--- config.mk ---
export PLATFORM = sky130hd
export DESIGN_NAME = fanout_fork_buf
export DESIGN_NICKNAME = d
export VERILOG_FILES = /design/src/rtl/fanout_fork_pkg.sv /design/src/rtl/fanout_stall_cnt.sv /design/src/rtl/fanout_fork_buf.sv
export SDC_FILE = /design/constraint.sdc
export NUM_CORES = 1
export LEC_CHECK = 0
export ABC_AREA = 0
export CORE_MARGIN = 2
export CORE_UTILIZATION = 39
export CTS_CLUSTER_SIZE = 28
export DETAILED_ROUTE_END_ITERATION = 8
export PLACE_DENSITY = 0.78
export SLEW_MARGIN = 0
export SYNTH_ARGS = -nofsm -noshare
export SYNTH_HDL_FRONTEND = slang
export SYNTH_HIERARCHICAL = 1
export SYNTH_SLANG_ARGS = --single-unit
--- constraint.sdc ---
create_clock -name clk -period 2.3 [get_ports clk]
set_input_delay 0.23 -clock clk [delete_from_list [all_inputs] [get_ports clk]]
set_output_delay 0.23 -clock clk [all_outputs]
set_load 0.005 [all_outputs]
--- src/rtl/fanout_fork_pkg.sv ---
// Shared defaults and types for the fanout fork broadcast stage.
package fanout_fork_pkg;

  localparam int FANOUT_NUM_OUT_DEF = 7;
  localparam int FANOUT_DATA_W_DEF  = 17;
  localparam int FANOUT_PERF_W_DEF  = 16;

  typedef logic [FANOUT_NUM_OUT_DEF-1:0] branch_mask_t;

endpackage

--- src/rtl/fanout_stall_cnt.sv ---
// Saturating stall counter with synchronous clear, used by fanout_fork_buf
// when FANOUT_FORK_PERF_CNT_EN is defined.
module fanout_stall_cnt #(
  parameter int WIDTH = 16
) (
  input  logic             clk,
  input  logic             rst_n,
  input  logic             clr,
  input  logic             inc,
  output logic [WIDTH-1:0] cnt
);

  always_ff @(posedge clk or negedge rst_n) begin
    if (!rst_n) begin
      cnt <= '0;
    end else if (clr) begin
      cnt <= '0;
    end else if (inc && (cnt != '1)) begin
      cnt <= cnt + WIDTH'(1);
    end
  end

endmodule

--- src/rtl/fanout_fork_buf.sv ---
// Eager-fork broadcast stage: single-entry buffer feeding NUM_OUT branches.
// Optional stall counter port under FANOUT_FORK_PERF_CNT_EN.
module fanout_fork_buf
  import fanout_fork_pkg::*;
#(
  parameter int NUM_OUT    = FANOUT_NUM_OUT_DEF,
  parameter int DATA_WIDTH = FANOUT_DATA_W_DEF,
  parameter int PERF_WIDTH = FANOUT_PERF_W_DEF
) (
  input  logic                  clk,
  input  logic                  rst_n,
  input  logic                  flush,
  input  logic [NUM_OUT-1:0]    cfg_en,
  input  logic [DATA_WIDTH-1:0] in_data,
  input  logic                  in_valid,
  output logic                  in_ready,
  output logic [DATA_WIDTH-1:0] out_data,
  output logic [NUM_OUT-1:0]    out_valid,
  input  logic [NUM_OUT-1:0]    out_ready
`ifdef FANOUT_FORK_PERF_CNT_EN
  ,
  output logic [PERF_WIDTH-1:0] stall_cnt
`endif
);

  logic                  full;
  logic [DATA_WIDTH-1:0] data_q;
  logic [NUM_OUT-1:0]    pending;
  logic [NUM_OUT-1:0]    hs;
  logic                  retire;
  logic                  acc;

  always_comb begin
    out_valid = {NUM_OUT{full}} & pending;
    out_data  = data_q;
    hs        = out_valid & out_ready;
    retire    = full & ((pending & ~hs) == '0);
    // flush blocks upstream so the clearing edge never coincides with a load
    in_ready  = ~flush & (~full | retire);
    acc       = in_valid & in_ready & (cfg_en != '0);
  end

  always_ff @(posedge clk or negedge rst_n) begin
    if (!rst_n) begin
      full    <= 1'b0;
      pending <= '0;
      data_q  <= '0;
    end else if (flush) begin
      full    <= 1'b0;
      pending <= '0;
    end else if (acc) begin
      full    <= 1'b1;
      pending <= cfg_en;
      data_q  <= in_data;
    end else if (retire) begin
      full    <= 1'b0;
      pending <= '0;
    end else begin
      pending <= pending & ~hs;
    end
  end

`ifdef FANOUT_FORK_PERF_CNT_EN
  fanout_stall_cnt #(
    .WIDTH(PERF_WIDTH)
  ) u_stall_cnt (
    .clk  (clk),
    .rst_n(rst_n),
    .clr  (flush),
    .inc  (full & ~retire),
    .cnt  (stall_cnt)
  );
`endif

endmodule

==> metrics.txt, run 1 <==
status finished, final reports clean; Via Count a little over 1000; first-pass detailed-route iteration total 4; worst reg-to-reg path cell count 7; M1 GR Usage between 20% and 30%; Root Buffer clkbuf_4; Lkg Pwr between 0.7 and 0.8 nW; DP Area about 1900 um2; Tcrit/Tclk final 94.2%; sw frac 24.6%; number of I/O port buffers 59; RSZ-0062 raised after global routing false; Fmax 461 MHz; HPWL after detailed placement 2340 um; initial antenna violation count 0; P_int about 0.00082 W; vias in the first global route around 1100; largest net degree at the start of global routing 26; HP Class input pin to asynchronous set/reset pin; MaxCap Viol Count 0; core box area around 3000 um2; Layout Nets just under 200; DRT iter0 DRCs a little over 70; antenna-violating nets left 0; Hold Buf Count CTS 0; Final Cell Area 1900 um2; register area share after synthesis between 50% and 60%; Clock Sinks 25; synth warn 6; Crit Path Class input pin to output pin; worst slew pin tran approximately 0.43 ns; CP arrival 1.94 ns; Worst EP required 2.07 ns; Logic pwr share approximately 33%; Starting Density about two fifths; GRT Total Usage 17.4%; P&R area growth vs syn 57.7%; CTS max path bufs 2; drc violations 0; Final min period around 2.2 ns; mapped cell area between 1000 and 1500 um2; layout cells sized above 1 a little under a fifth; latest clock arrival within the worst-skew pair about 0.30 ns; Distinct cells, synth 25; count of pins over their slew limit 0; top-area cell type share of the netlist area between 50 and 60%; Worst-path clk slew 0.13 ns; final hold violation count 0; GRT Max-Usage Layer met2; skew final 0.00842 ns; syn avg cell area between 10 and 15 um2; Via density between 5 and 6; clock network fraction of total power 16.7%; area leader, netlist dfrtp_1; post-layout util 63.2%; cts repair resizes 0; TritonCTS buffer count 3; Peak VDD IR 363 uV; fin cells between 150 and 200; Gate Count Post-Synth 94; met3 GRT Util 3.71%; setup TNS 0 ns; gr ovfl total 0; top cells by area, synth dfrtp_1, mux2_4, mux2_2; Die X-Extent 59.6 um; kind of end point of the critical path output pin; met2 Usage GRT around 30%; first-pass GRT wire length about 4600 um; Post-Syn Nets ~130; sequential share of power 50.3%; # diodes 0; setup bufs post-CTS 0; Fill cells about 250; #FFs+latches synth 25; crit start category input pin; Placed Cells between 150 and 200; H-tree level count 1; setup violators final 0; P_sw 0.000266 W; Slew HR a little under three quarters; WL/cell around 15 um; CP Max Fanout 2; Die ar. 3550 um2; Site Rows 20; CTS tree yes; I/O pins 60; Power Dens Cells 571 nW/um2; Detailed Route WL 2950 um; gpl congestion between 0.9 and 1; Die Y between 50 and 60 um
==> final timing paths <==
kind	startpoint	to	slack [ns]
min in group clk	out_data[10]	out_data[10]	0.52
worst max register to register	pending[6]	out_data[5]	0.32
max in group asynchronous	rst_n	out_data[4]	1.78
worst min-delay path	rst_n	out_data[0]	0.28
worst min register to register	out_data[10]	out_data[10]	0.52
worst max-delay path	out_ready[6]	in_ready	0.13
==> per-layer routing <==
layer / vias to the layer above / routed length (um) / share of wire [%]
li1: 471 / - / -
met1: 500 / 1260 / 43
met2: 43 / 1450 / 49
met3: 2 / 220 / 7.4
met4: 0 / 24 / 0.81
met5: - / 0 / 0
==> cell type report <==
type,instances,area [um2],area share (%)
inverter,4,15.0,0.791
multi-input combinational,61,541,28.5
tap,33,41.3,2.18
clock buffer,3,22.5,1.19
clock inverter,1,5.00,0.264
timing repair buffer,65,648,34.1
sequential,25,626,33.0
==> cell families after synthesis <==
group	count (synthesis)	share of synthesized area, %
and+or+nand+nor	26	13.4
DFF	25	52.0
AOI/OAI and AO/OA	18	12.8
muxes	17	18.7
buffers and inverters	8	3.12
==> per-stage QoR <==
stage / power, W / hold slack [ns] / setup slack (ns)
2_1_floorplan: 0.000678 / -0.0656 / 0.365
3_3_place_gp: 0.000898 / 0.490 / 0.0873
3_5_place_dp: 0.000911 / 0.498 / 0.0332
4_1_cts: 0.00110 / 0.279 / 0.0242
5_1_grt: 0.00115 / 0.287 / 0.0424
6_report: 0.00108 / 0.277 / 0.133
==> flip-flops by register name, indices dropped and copies added, names as in the netlist <==
name / cells
pending: 7
out_data: 17
full: 1
==> synth_stat cells <==
cell type / n
a32o_1: 2
a21oi_1: 5
nor3_4: 1
o211ai_1: 3
or4_4: 1
o31a_1: 1
a41o_1: 2
mux2_2: 8
o31ai_1: 1
clkbuf_1: 3
and2_1: 7
buf_6: 1
inv_1: 4
o41ai_4: 1
nand2b_1: 4
nand3_1: 3
nor4b_1: 2
o2111ai_1: 1
nand2_1: 5
a211oi_1: 1
nor2b_1: 1
nor2_1: 2
mux2_4: 9
o22ai_1: 1
dfrtp_1: 25
==> critical path: stages <==
cell and delay [ns]:
clkdlybuf4s50_1 0.50, nand2b_1 0.12, o2111ai_1 0.15, o31a_1 0.29, nor2_1 0.13, clkdlybuf4s50_1 0.52
==> power by group through the flow <==
stage | Clock, W | Sequential [W] | Combinational (W)
2_1_floorplan | 0 | 0.000550 | 0.000128
3_3_place_gp | 0 | 0.000550 | 0.000348
3_5_place_dp | 0 | 0.000556 | 0.000356
4_1_cts | 0.000192 | 0.000546 | 0.000359
5_1_grt | 0.000213 | 0.000554 | 0.000381
6_report | 0.000181 | 0.000545 | 0.000357
==> layout by cell type, fill, tap and decap left out, types with 4 or more instances in the layout <==
| cell | instances |
|---|---|
| and2_1 | 7 |
| buf_4 | 5 |
| mux2_4 | 9 |
| inv_1 | 4 |
| mux2_2 | 8 |
| a21oi_1 | 5 |
| clkdlybuf4s50_1 | 59 |
| nand2b_1 | 4 |
| dfrtp_1 | 25 |
| nand2_1 | 5 |
No activity file was read; power rests on OpenSTA's default activity.
==> inputs of run 2 (changes only) <==
CAP_MARGIN = 20   (was not set)
==> results of run 2 <==
Same layout as run 1: the final DEF is identical, and so are final timing and power.
==> inputs of run 3 (changes only) <==
CORE_MARGIN = not set   (was 2)
==> run 3 against run 2 <==
The flow now finishes with violations (design-rule violations); total power is 0.79% higher; final area up 1.1%; clock skew down 0.0050 ns; register-to-register slack got worse by 0.05 ns; worst setup slack lost 0.049 ns; non-clock buffer count up 2; highest routed layer unchanged; sequential power about the same.
==> metrics.txt, run 3 (synthesis results as in run 1) <==
HPWL after detailed placement 2280 um (-2.4%); initial antenna violation count 0 (unchanged); Worst R2R Setup Slack 0.27 ns (-0.05 ns); Die ar. 3310 um2 (-6.6%); Final min period 2.22 ns (+0.0486 ns); TritonCTS buffer count 3 (unchanged); Fmax 451 MHz (-2.2%); HP Class input pin to asynchronous set/reset pin; most frequent cells in the layout clkdlybuf4s50_1, dfrtp_1, mux2_4; Root Buffer clkbuf_4; gpl congestion 0.827 (-8.4%); Starting Density 42.5% (+2.5 points); H-tree level count 1 (unchanged); Via density 5.28 (-0.30%); Placement Setup Slack 0.0147 ns (-0.0185 ns); Die X-Extent 57.6 um (-3.4%); Slowest cell on crit path clkdlybuf4s50_1; final hold violation count 0 (unchanged); Lkg Pwr 0.813 nW (+1.7%); Peak VDD IR 483 uV (+33%); Crit Path Class input pin to output pin; I/O pins 60 (unchanged); antenna-violating nets left 0 (unchanged); setup violators final 0 (unchanged); CP Cell Sequence clkdlybuf4s50_1, nand2b_1, o2111ai_2, o31a_1, nor2_2, clkdlybuf4s50_1; count of pins over their slew limit 0 (unchanged); Power Dens Cells 569 nW/um2 (-0.33%); drc violations 5 (+5); P&R area growth vs syn 59.5%; gr ovfl total 0 (unchanged); kind of end point of the critical path output pin; skew final 0.00344 ns (-0.00497 ns); Die Y 57.6 um (-3.4%); Largest delay share family, worst path buffers and inverters; CTS tree yes; Slew HR 71.6% (+0.18 points); core box area 2830 um2 (-5.8%); Detailed Route WL 2990 um (+1.2%); Clock Sinks 25 (unchanged); status finished with violations; failing checks design-rule violations; latest clock arrival within the worst-skew pair 0.30 ns (about the same); Layout Nets 197 (+1.0%); CP arrival 1.99 ns (+0.05 ns); worst slew pin tran 0.425 ns (-0.00409 ns); MaxCap Viol Count 0 (unchanged); WL/cell 15.6 um (+1.2%); CTS max path bufs 2 (unchanged); Site Rows 19 (-5.0%); Via Count 1013 (-0.30%); Worst EP required 2.07 ns (about the same); crit-path most repeated cell clkdlybuf4s50_1; Buffers & Inverters on Critical Path 2 (unchanged); Worst Slack Setup Final 0.0845 ns (-0.0486 ns); number of I/O port buffers 59 (unchanged); Tcrit/Tclk final 96.3% (+2.1 points); GRT Total Usage 19.3% (+1.9 points); vias in the first global route 1071 (+1.3%); DRT iter0 DRCs 29 (-59%); first-pass detailed-route iteration total 6 (+2); CP Max Fanout 4 (+2); crit start category input pin; Critical Path Max Stage Delay 0.53 ns (about the same); layout cells sized above 1 21.1% (+2.3 points); post-layout util 67.8% (+4.6 points); Worst-path clk slew 0.12 ns (about the same); commonest non-fill, non-tap cell in the layout clkdlybuf4s50_1; first-pass GRT wire length 4880 um (+6.2%); largest net degree at the start of global routing 26 (unchanged); # diodes 0 (unchanged); max reg flops 17 (unchanged)
-- run 3: changes by cell type in the layout (fill, tap and decap cells not counted), sizes merged --
cell	delta
buf	+2
-- run 3: through the flow --
step	total power, W	hold slack (ns)	std cells	TNS (ns)	cell area, um2
after CTS	0.00110	0.278	190	0	1900
after global placement	0.000901	0.492	186	0	1870
after detailed placement	0.000912	0.491	186	0	1870
final	0.00109	0.280	192	0	1920
after floorplan	0.000678	-0.0656	94	0	1200
after global routing	0.00116	0.292	192	-0.0271	1920
-- run 3: worst paths after layout --
kind                         startpoint      endpoint  cells after the start
setup / recovery           out_ready[4]      in_ready                      6
hold / removal                    rst_n   out_data[2]                      2
setup reg to reg             pending[2]  out_data[10]                      7
hold reg to reg             out_data[8]   out_data[8]                      1
max in group asynchronous         rst_n  out_data[11]                      2
min in group clk            out_data[8]   out_data[8]                      1
-- run 3: timing repair --
action	4_1_cts	5_1_grt
buffers inserted	0	2
setup endpoints to repair	0	1
endpoints found under the hold margin	0	0
hold buffers	0	0
gates resized for setup	0	2
-- run 3: metal layers --
layer	wire length [um]	part of all wire, %	global-route usage, %	up-vias
met1	1180	40	23.3	474
li1	-	-	-	481
met3	280	9.4	4.99	4
met2	1500	50	34.1	54
met5	0	0	0	-
met4	26	0.87	5.23	0
-- run 3: power by group --
part | switching, W | leakage, nW | internal (W)
Combinational | 0.000114 | 0.489 | 0.000252
Sequential | 0.0000378 | 0.306 | 0.000505
Clock | 0.000118 | 0.0177 | 0.0000648
-- run 3: area by class of cell --
class,count,area [um2]
inverters,4,15.0
repair buffers,67,663
flip-flops and latches,25,626
multi-input cells,61,549
clock buffers,3,22.5
clock inverters,1,5.00
well taps,31,38.8
fillers,224,910
